===== src/rtl/sgpr_rd_port_arbiter.sv =====
// sgpr_rd_port_arbiter
//   N-port read arbiter in front of the single SGPR read port. One request is
//   granted per cycle, and the grant is registered. A tag pipeline of depth
//   RD_LATENCY returns a one-hot data-valid strobe aligned with rd_data.
//
//   Optional feature macro: SGPR_RD_PORT_FIXED_PRIORITY_EN
//     defined   -> fixed priority, lowest index wins, no rotating pointer
//     undefined -> round-robin starting from a registered pointer (default)
module sgpr_rd_port_arbiter #(
  parameter int NUM_PORTS  = 8,
  parameter int ADDR_WIDTH = 9,
  parameter int DATA_WIDTH = 32,
  parameter int RD_LATENCY = 1
) (
  input  logic                            clk,
  input  logic                            rst,
  input  logic [NUM_PORTS-1:0]            port_rd_en,
  input  logic [NUM_PORTS*ADDR_WIDTH-1:0] port_rd_addr,
  output logic [NUM_PORTS-1:0]            port_rd_gnt,
  output logic [NUM_PORTS-1:0]            port_rd_valid,
  output logic [DATA_WIDTH-1:0]           port_rd_data,
  output logic                            rd_en,
  output logic [ADDR_WIDTH-1:0]           rd_addr,
  input  logic [DATA_WIDTH-1:0]           rd_data
);

  localparam int IDX_W = (NUM_PORTS > 1) ? $clog2(NUM_PORTS) : 1;

  logic                                r_rd_en;
  logic [ADDR_WIDTH-1:0]               r_rd_addr;
  logic [NUM_PORTS-1:0]                r_gnt;
  logic [IDX_W-1:0]                    r_gnt_idx;
  logic [RD_LATENCY-1:0]               r_tag_vld;
  logic [RD_LATENCY-1:0][IDX_W-1:0]    r_tag_idx;

  logic [NUM_PORTS-1:0]                w_elig;
  logic [IDX_W-1:0]                    w_ptr;
  logic [IDX_W:0]                      w_idx;
  logic [IDX_W-1:0]                    w_sel;
  logic                                w_found;
  logic [IDX_W-1:0]                    w_win;

  // A port that is being granted this cycle may still hold en; mask it so it
  // cannot win twice for the same request.
  assign w_elig = port_rd_en & ~r_gnt;

`ifdef SGPR_RD_PORT_FIXED_PRIORITY_EN
  // Fixed priority: the search always starts at port 0.
  assign w_ptr = '0;
`else
  logic [IDX_W-1:0] r_ptr;

  assign w_ptr = r_ptr;

  // Round-robin pointer: one past the last winner, holds when idle.
  always_ff @(posedge clk or posedge rst) begin
    if (rst) begin
      r_ptr <= '0;
    end else if (w_found) begin
      // NOTE: sequential state uses non-blocking assignments so every
      // always_ff samples the pre-edge values, independent of block order.
      if (w_win == IDX_W'(NUM_PORTS - 1)) begin
        r_ptr <= '0;
      end else begin
        r_ptr <= w_win + 1'b1;
      end
    end
  end
`endif

  // Winner search: first eligible port scanning ptr, ptr+1, ... with wrap.
  always_comb begin
    // NOTE: every variable gets a default before the loop; a path that leaves
    // one unassigned would infer a latch.
    w_found = 1'b0;
    w_win   = '0;
    w_idx   = '0;
    w_sel   = '0;
    for (int k = 0; k < NUM_PORTS; k++) begin
      w_idx = {1'b0, w_ptr} + (IDX_W+1)'(k);
      if (w_idx >= (IDX_W+1)'(NUM_PORTS)) begin
        w_idx = w_idx - (IDX_W+1)'(NUM_PORTS);
      end
      w_sel = w_idx[IDX_W-1:0];
      if (!w_found && w_elig[w_sel]) begin
        w_found = 1'b1;
        w_win   = w_sel;
      end
    end
  end

  // Registered grant, array read enable and address; address holds when idle.
  always_ff @(posedge clk or posedge rst) begin
    if (rst) begin
      r_rd_en   <= 1'b0;
      r_rd_addr <= '0;
      r_gnt     <= '0;
      r_gnt_idx <= '0;
    end else if (w_found) begin
      r_rd_en   <= 1'b1;
      r_rd_addr <= port_rd_addr[w_win*ADDR_WIDTH +: ADDR_WIDTH];
      r_gnt     <= NUM_PORTS'(1) << w_win;
      r_gnt_idx <= w_win;
    end else begin
      r_rd_en   <= 1'b0;
      r_gnt     <= '0;
    end
  end

  // Tag pipeline: carries {valid, winner} alongside the array read latency.
  always_ff @(posedge clk or posedge rst) begin
    if (rst) begin
      // NOTE: the tag pipeline is reset (unlike a data RAM) because a stale
      // valid bit would raise a strobe for a read that reset discarded.
      r_tag_vld <= '0;
      r_tag_idx <= '0;
    end else begin
      r_tag_vld[0] <= r_rd_en;
      r_tag_idx[0] <= r_gnt_idx;
      for (int i = 1; i < RD_LATENCY; i++) begin
        r_tag_vld[i] <= r_tag_vld[i-1];
        r_tag_idx[i] <= r_tag_idx[i-1];
      end
    end
  end

  // Decode the last tag stage into the one-hot data-valid strobe.
  always_comb begin
    port_rd_valid = '0;
    if (r_tag_vld[RD_LATENCY-1]) begin
      port_rd_valid[r_tag_idx[RD_LATENCY-1]] = 1'b1;
    end
  end

  assign port_rd_gnt  = r_gnt;
  assign rd_en        = r_rd_en;
  assign rd_addr      = r_rd_addr;
  assign port_rd_data = rd_data;

endmodule


===== config.mk =====
export PLATFORM = sky130hd
export DESIGN_NAME = sgpr_rd_port_arbiter
export DESIGN_NICKNAME = d
export VERILOG_FILES = /design/src/rtl/sgpr_rd_port_arbiter.sv
export SDC_FILE = /design/constraint.sdc
export NUM_CORES = 1
export LEC_CHECK = 0
export ABC_CLOCK_PERIOD_IN_PS = 10900
export BUFFER_PORTS_ARGS = -buffer_cell sky130_fd_sc_hd__buf_2
export CORE_MARGIN = 2
export CORE_UTILIZATION = 51
export CTS_BUF_LIST = sky130_fd_sc_hd__clkbuf_4
export CTS_CLUSTER_SIZE = 10
export DETAILED_ROUTE_END_ITERATION = 8
export MAX_ROUTING_LAYER = met4
export PLACE_DENSITY = 0.92
export SETUP_SLACK_MARGIN = 0.5
export SYNTH_ARGS = -nofsm -noshare
export SYNTH_HDL_FRONTEND = slang
export SYNTH_SLANG_ARGS = --single-unit

===== constraint.sdc =====
create_clock -name clk -period 10.9 [get_ports clk]
set_clock_uncertainty 0.2 [all_clocks]
set_input_delay 0.545 -clock clk [delete_from_list [all_inputs] [get_ports clk]]
set_output_delay 0.545 -clock clk [all_outputs]
set_load 0.01 [all_outputs]

# After elaboration in Yosys (flattened, before gate mapping)
# Cells that the tools add are included.
[word_totals]
input_bits = 114
regBits = 28
word_cells = 108
out_inout_bits = 58
[classes]
n_lt_le_gt_ge = 18
eq_ne = 1
add_sub_neg = 16
shifts = 2
bitwise = 2
reduce_logical = 15
n_mul = 1
muxes = 46
[op_table]
columns = ["operator", "count"]
rows = [
  ["$shiftx A72 B8 Y9", 1],
  ["$mux W3", 17],
  ["$lt A3 B4 Y1 const B", 9],
  ["$ge A4 B4 Y1 const B", 7],
  ["$bmux W1 S3", 8],
  ["$sub A3 B1 Y3 const B", 8],
  ["$mux W1", 18],
  ["$add A3 B3 Y4 const B", 4],
  ["$mux W8", 2],
  ["$add A3 B2 Y4 const B", 2],
  ["$and A8 B8 Y8", 1],
  ["$logic_and A1 B1 Y1", 8],
  ["$not A8 Y8", 1],
  ["$shl A1 B3 Y8 const A", 1],
  ["$logic_not A1 Y1", 7],
  ["$mul A3 B4 Y7 const B", 1],
  ["$add A3 B1 Y4 const B", 1],
  ["$ge A3 B4 Y1 const B", 1],
  ["$add A3 B1 Y3 const B", 1],
  ["$demux W1 S3", 1],
  ["$eq A3 B3 Y1 const B", 1],
  ["$ge A3 B1 Y1 const B", 1],
]

# Longest topological paths before layout
# Gate-level depths: netlist of run 1.
[depth]
ltp_word = 28
depth_mapped = 14
ltp_nobuf = 12

# Worst setup path after synthesis of run 1
# Ideal clock, no wire load.
[synth_timing]
path_kind = "flip-flop to flip-flop"
start = "register r_ptr[1]"
end = "register r_ptr[2]"
n_path_buf = 3
stages_incl_launch_ff = 14
synth_period_minus_slack_ns = 3.887
path_slack_ns = 7.013
t_required_ns = 10.570
t_arrival_ns = 3.557
setup_time_ns = 0.130
path_cell_list = "dfrtp_1 -> inv_1 -> ha_1 -> clkbuf_1 -> mux4_2 -> a21o_1 -> a32oi_1 -> o21a_1 -> buf_6 -> clkbuf_1 -> ha_1 -> ha_1 -> nand2_1 -> o21ai_1"
[synth_between]
elab_chain_cells = 28
word_cells_on_any_way = 80
cone_classes = "16 x add/sub; 8 x order compare; 1 x eq/ne; 41 x mux; 14 x reduce/logical"
[synth_lines]
columns = ["element", "line", "text"]
rows = [
  ["from (decl)", "51", "logic [IDX_W-1:0] r_ptr;"],
  ["from (signal assigned)", "65", "r_ptr <= w_win + 1'b1;"],
  ["parallel branches: the longest is 25 deep, another holds $add A3 B1 Y4", "n/a", ""],
  ["$mux W3 (*)", "85", "if (!w_found && w_elig[w_sel]) begin"],
  ["named net w_win[0]", "41", "logic [IDX_W-1:0] w_win;"],
  ["$add A3 B1 Y3 or $eq A3 B3 Y1 (tied branches)", "65, 62", ""],
  ["$mux W3 (*)", "62", "if (w_win == IDX_W'(NUM_PORTS - 1)) begin"],
]
# Mark *: on every way through the listed nets, which the timed path passes. The select of a mux whose other input is x is not followed.
# A chain may end at the register's enable or synchronous reset.

# Worst setup path in the final report of run 1
[layout_timing]
start = "register r_ptr[0]"
end = "register r_rd_addr[2], in the netlist rd_addr[2]"
[layout_between]
elab_chain_cells = 28
word_cells_on_any_way = 79
cone_classes = "15 x add/sub; 1 x mul; 8 x order compare; 1 x shift; 40 x mux; 14 x reduce/logical"
[layout_lines]
columns = ["element", "line", "text"]
rows = [
  ["parallel branches: the longest is 28 deep, another holds $add A3 B1 Y4", "n/a", ""],
  ["to (signal assigned)", "101", "r_rd_addr <= port_rd_addr[w_win*ADDR_WIDTH +: ADDR_WIDTH];"],
  ["to (decl)", "30", "logic [ADDR_WIDTH-1:0] r_rd_addr;"],
]
# Parallel ways; which one is timed is not known. The select of a mux whose other input is x is not followed.

==> impl_metrics.json, run 1 <==
{
  "setup_violations": 0,
  "cts_tree": "built",
  "die_area_um2": 6850,
  "cp.required_ns": 10.89,
  "die_height_um": 82.8,
  "cts.path.max_buffers": 2,
  "criticalPathCategory": "reg2reg",
  "status": "completed",
  "worstMarginPinSlew_ns": 1.09,
  "holdBufCountCts": 0,
  "post-place-ws_ns": 5.50,
  "core_area_um2": 5960,
  "routabilityCongestion": 0.927,
  "root_buffer": "clkbuf_4",
  "rr_worst_depth": 10,
  "syn_nets": 480,
  "ys_seq_elements": 28,
  "dpl.cell_count": 487,
  "path_max_fanout": 23,
  "dieWidth_um": 82.8,
  "grt-ovfl-total": 0,
  "cts_htree_levels": 1,
  "cap_violations": 0,
  "grt_pass1_wl_um": 13600,
  "period_needed_ns": 5.48,
  "avgSynthCellArea_um2": 8.81,
  "post_drt_via_cell_ratio": 6.27,
  "numCtsBuffers": 3,
  "crit_path_end_kind": "flip-flop",
  "firstDrtPassIters": 5,
  "hold_violations": 0,
  "ios": 172,
  "drive_gt1_share_pct": 37.5,
  "rows": 28,
  "synth_cell_types": 57,
  "clkSinkCount": 28,
  "grt_pass1_vias": 2834,
  "clock.fmax_ghz": 0.183,
  "wl_um": 8460,
  "stdcell_count": 491,
  "syn2layout_area_growth_pct": 10.5,
  "crit_arrival_ns": 5.46,
  "wl_per_cell_um": 17.2,
  "antenna_found_initial": 0,
  "grt_use_total_pct": 26.2,
  "vias": 3078,
  "start_kind": "flip-flop",
  "fin_nets": 538,
  "clock_latency_ns": 0.34,
  "finalSetupTns_ns": 0,
  "rsz0062_at_grt": "no",
  "finalMaxSlewViolations": 0,
  "synth_cells": 359,
  "drcViolationCount": 0,
  "hold_path.class": "reg2reg",
  "async_reset_ff_share_pct": 100,
  "antenna_left": 0,
  "fin_crit_sh_pct": 50.3,
  "relSlewSlack_pct": 27.2,
  "synth_warnings": 0,
  "hpwlAfterDp_um": 6590,
  "clk_pin_slew_ns": 0.16,
  "grt_max_degree": 36,
  "setup_ws_ns": 5.42,
  "cts_resized": 0,
  "drtIter0Drc": 249,
  "synth_edf_count": 0,
  "ys_seq_area_share_pct": 22.1,
  "diodes": 0,
  "hold_depth": 0,
  "synth_area_um2": 3160,
  "io_buffers": 107,
  "cts_setup_buffers": 0,
  "initial_utilization_pct": 53.1,
  "yosys_most_used_dff": "dfrtp_1"
}
-- registers in the layout (all words and copies together), names as in the netlist --
name and flops:
r_tag_idx 3, r_gnt_idx 3, port_rd_gnt 8, r_ptr 3, rd_en 1, rd_addr 9
r_tag_vld 1
-- per-stage QoR --
stage / util, % / hold WS (ns) / instance area, µm²
finish: 58.7 / 0.187 / 3500
global route: 58.7 / 0.202 / 3500
CTS: 58.7 / 0.192 / 3500
detailed placement: 57.8 / 0.156 / 3440
global placement: 57.8 / 0.159 / 3440
floorplan: - / 0.154 / 3160
-- Yosys cell counts (2+ instances only) --
| master | n | area [µm²] |
|---|---|---|
| o211ai_1 | 55 | 413 |
| nor2_1 | 36 | 135 |
| buf_4 | 33 | 248 |
| dfrtp_1 | 28 | 701 |
| inv_1 | 24 | 90.1 |
| clkbuf_1 | 15 | 56.3 |
| mux2_4 | 15 | 225 |
| a31oi_1 | 12 | 75.1 |
| mux4_2 | 12 | 270 |
| nand2_1 | 12 | 45.0 |
| a21oi_1 | 11 | 55.1 |
| nand2b_1 | 11 | 68.8 |
| ha_1 | 7 | 87.6 |
| mux2_2 | 6 | 67.6 |
| mux2i_1 | 6 | 60.1 |
| o21ai_1 | 6 | 30.0 |
| nor3_1 | 5 | 25.0 |
| nor3b_1 | 5 | 37.5 |
| buf_2 | 4 | 20.0 |
| buf_6 | 4 | 45.0 |
| nor2b_1 | 4 | 25.0 |
| inv_2 | 3 | 11.3 |
| o2111ai_1 | 3 | 26.3 |
| a2111oi_0 | 2 | 17.5 |
| a21o_1 | 2 | 15.0 |
| a221oi_1 | 2 | 17.5 |
| and3b_1 | 2 | 17.5 |
| nor4_1 | 2 | 12.5 |
| o21ai_0 | 2 | 10.0 |
| xnor2_1 | 2 | 17.5 |
| xor2_1 | 2 | 17.5 |
-- critical path, cell delays in order (launching register included) --
cell and delay (ns):
dfrtp_1 0.82, inv_2 0.27, ha_1 0.78, mux4_2 0.65, a211o_1 0.36, o21ai_2 0.56
o21a_1 0.71, inv_4 0.31, mux2_4 0.38, o211ai_1 0.17, a31oi_1 0.10
-- cells by family after synthesis --
group	count (synthesis)	share of synthesized area (%)
AO/OA/AOI/OAI	110	25.1
XOR/XNOR	4	1.11
adder cells (fa/ha/maj)	7	2.77
buffers and inverters	84	15.1
flip-flops	28	22.1
multiplexers	39	19.7
AND/OR/NAND/NOR	87	14.1
-- layer usage --
layer	up-vias	global-route usage [%]	share of wire, %
li1	1423	-	-
met1	1451	33.3	40
met2	179	44.3	50
met3	25	2.06	8.0
met4	0	8.85	2.2
met5	-	-	0
-- cells in the final DEF, fill, tap and decap left out, drive strengths merged, types with 2 or more instances in the layout --
master	synthesis	layout
and3b	3	3
dfrtp	28	28
xor2	2	2
nor2	36	36
a221oi	2	2
ha	7	7
buf	41	109
a2111oi	2	2
o2111ai	3	3
nor4	2	2
inv	28	28
xnor2	2	2
clkbuf	15	3
mux2	21	21
o21ai	9	9
nor3	5	5
o211ai	55	55
mux4	12	12
mux2i	6	6
nor3b	5	5
nand2	12	12
nand2b	11	11
or2	2	2
nor2b	4	4
a21o	2	2
a21oi	11	11
a31oi	12	12
-- worst paths after layout --
kind                                       from                  endpoint  slack, ns
max                        r_ptr[0]$_DFFE_PP0P_    rd_addr[2]$_DFFE_PP0P_       5.42
min                             rd_en$_DFF_PP0_       r_tag_vld$_DFF_PP0_       0.19
max reg2reg                r_ptr[0]$_DFFE_PP0P_    rd_addr[2]$_DFFE_PP0P_       5.42
min reg2reg                     rd_en$_DFF_PP0_       r_tag_vld$_DFF_PP0_       0.19
max in group asynchronous                   rst  port_rd_gnt[2]$_DFF_PP0_       9.60
min in group asynchronous                   rst  port_rd_gnt[7]$_DFF_PP0_       0.25
-- layout make-up --
cell class	count	area (µm²)
fillers	537	2460
inverters	28	108
multi-input cells	247	1990
flip-flops and latches	28	701
well taps	75	93.8
clock buffers	3	22.5
repair buffers	109	551
clock inverters	1	30.0
Power of run 1 is left out: the tool's default activity adds up to more than one toggle a clock period on the data nets, which glitch-free logic cannot reach.
==> inputs of run 2 (changes only) <==
--- a/config.mk
+++ b/config.mk
@@ -5,15 +5,15 @@
 export SDC_FILE = /design/constraint.sdc
 export NUM_CORES = 1
 export LEC_CHECK = 0
-export ABC_CLOCK_PERIOD_IN_PS = 10900
+export ABC_CLOCK_PERIOD_IN_PS = 5700
 export BUFFER_PORTS_ARGS = -buffer_cell sky130_fd_sc_hd__buf_2
 export CORE_MARGIN = 2
-export CORE_UTILIZATION = 51
+export CORE_UTILIZATION = 47
 export CTS_BUF_LIST = sky130_fd_sc_hd__clkbuf_4
 export CTS_CLUSTER_SIZE = 10
 export DETAILED_ROUTE_END_ITERATION = 8
 export MAX_ROUTING_LAYER = met4
-export PLACE_DENSITY = 0.92
+export PLACE_DENSITY = 0.86
 export SETUP_SLACK_MARGIN = 0.5
 export SYNTH_ARGS = -nofsm -noshare
 export SYNTH_HDL_FRONTEND = slang
==> constraint.sdc (replaced) <==
create_clock -name clk -period 5.7 [get_ports clk]
set_clock_uncertainty 0.2 [all_clocks]
set_input_delay 0.285 -clock clk [delete_from_list [all_inputs] [get_ports clk]]
set_output_delay 0.285 -clock clk [all_outputs]
set_load 0.01 [all_outputs]
==> impl_metrics.json, run 2 (synthesis results as in run 1) <==
{
  "status": "finished with violations",
  "violations": "negative hold slack",
  "grt_pass1_vias": 2938,
  "drive_gt1_share_pct": 37.9,
  "setup_violations": 0,
  "holdWs_ns": -0.0368,
  "cts_htree_levels": 1,
  "grt-ovfl-total": 0,
  "path_buf_inv": 2,
  "finalSetupTns_ns": 0,
  "crit_end": "rd_addr[1]$_DFFE_PP0P_",
  "grt_max_degree": 36,
  "initial_utilization_pct": 49.3,
  "clkSinkCount": 28,
  "fin_crit_sh_pct": 81.9,
  "relSlewSlack_pct": 31.4,
  "start_kind": "flip-flop",
  "cts_setup_buffers": 0,
  "worstMarginPinSlew_ns": 1.03,
  "cpPeakStageDelay_ns": 0.81,
  "rsz0062_at_grt": "no",
  "cp_cell_sequence": "inv_2 -> ha_1 -> xor2_1 -> mux4_2 -> a211o_1 -> o21ai_2 -> o21a_1 -> inv_4 -> mux2_4 -> o211ai_1 -> a31oi_1",
  "grt_pass1_wl_um": 14000,
  "n_fill_cell": 598,
  "cts.path.max_buffers": 2,
  "core_area_um2": 6420,
  "layout_common_cells": "107 x buf_2, 55 x o211ai_1, 36 x nor2_1",
  "syn2layout_area_growth_pct": 11.3,
  "cap_violations": 0,
  "post_drt_via_cell_ratio": 6.09,
  "die_height_um": 86.1,
  "die_area_um2": 7400,
  "vias": 3019,
  "fin_nets": 541,
  "firstDrtPassIters": 4,
  "clk_pin_slew_ns": 0.15,
  "hold_violations": 28,
  "ios": 172,
  "numCtsBuffers": 3,
  "clock_latency_ns": 0.34,
  "wl_um": 8570,
  "drtIter0Drc": 187,
  "root_buffer": "clkbuf_4",
  "critPathTopFamily": "compound AO/OA/AOI/OAI gates",
  "cts_resized": 0,
  "largest_register_ffs": 9,
  "clock.fmax_ghz": 0.214,
  "antenna_found_initial": 0,
  "final_common_cell": "buf_2",
  "cp.required_ns": 5.68,
  "cpMaxStageDelayCell": "dfrtp_1",
  "dieWidth_um": 86.1,
  "cts_tree": "built",
  "crit_path_end_kind": "flip-flop",
  "ff2ff_setup_slack_ns": 1.03,
  "diodes": 0,
  "r2r-start": "r_ptr[0]$_DFFE_PP0P_",
  "io_buffers": 107,
  "rows": 29,
  "cp.depth": 11,
  "worstSetupStartpoint": "r_ptr[0]$_DFFE_PP0P_",
  "rr_worst_depth": 11,
  "finalMaxSlewViolations": 0,
  "antenna_left": 0,
  "holdBufCountCts": 0,
  "path_max_fanout": 23,
  "wl_per_cell_um": 17.3,
  "rr_endpoint": "rd_addr[1]$_DFFE_PP0P_",
  "period_needed_ns": 4.67,
  "crit_arrival_ns": 4.64,
  "grt_use_total_pct": 24.2,
  "routabilityCongestion": 0.901,
  "drcViolationCount": 0,
  "criticalPathCategory": "reg2reg",
  "hold_path.class": "in2async",
  "hpwlAfterDp_um": 6750
}
-- run 2: how the worst min path moves through the flow --
| stage | to | startpoint | slack (ns) |
|---|---|---|---|
| after floorplan | port_rd_gnt[0]$_DFF_PP0_ | rst | 0.15 |
| after global placement | r_tag_vld$_DFF_PP0_ | rd_en$_DFF_PP0_ | 0.16 |
| after detailed placement | r_tag_idx[0]$_DFF_PP0_ | r_gnt_idx[0]$_DFFE_PP0P_ | 0.16 |
| after CTS | port_rd_gnt[1]$_DFF_PP0_ | rst | 0.01 |
| after global routing | port_rd_gnt[1]$_DFF_PP0_ | rst | 0.06 |
| final | port_rd_gnt[1]$_DFF_PP0_ | rst | -0.04 |
-- run 2: final cells by class --
class,instances,area (µm²),share of cell area (%)
timing repair buffer,112,573,16.3
sequential,28,701,19.9
inverter,28,108,3.06
multi-input combinational,247,1990,56.6
clock inverter,1,30.0,0.853
tap,77,96.3,2.74
clock buffer,3,22.5,0.639
-- run 2: per-stage QoR --
step	cells	utilization, %	cell area, µm²	setup WS, ns	hold WS [ns]
2_1_floorplan	359	-	3160	1.81	0.150
3_3_place_gp	492	54.0	3470	1.21	0.161
3_5_place_dp	492	54.0	3470	1.11	0.162
4_1_cts	496	54.8	3520	1.08	0.0105
5_1_grt	496	54.8	3520	0.703	0.0553
6_report	496	54.8	3520	1.03	-0.0368
-- run 2: layer usage --
layer / wire length (µm) / GRT usage (%) / up-vias
met4: 189 / 7.36 / 0
li1: - / - / 1421
met5: 0 / - / -
met3: 561 / 3.46 / 20
met2: 4460 / 41.3 / 137
met1: 3360 / 29.6 / 1441
Power of run 2 is left out for the same reason.
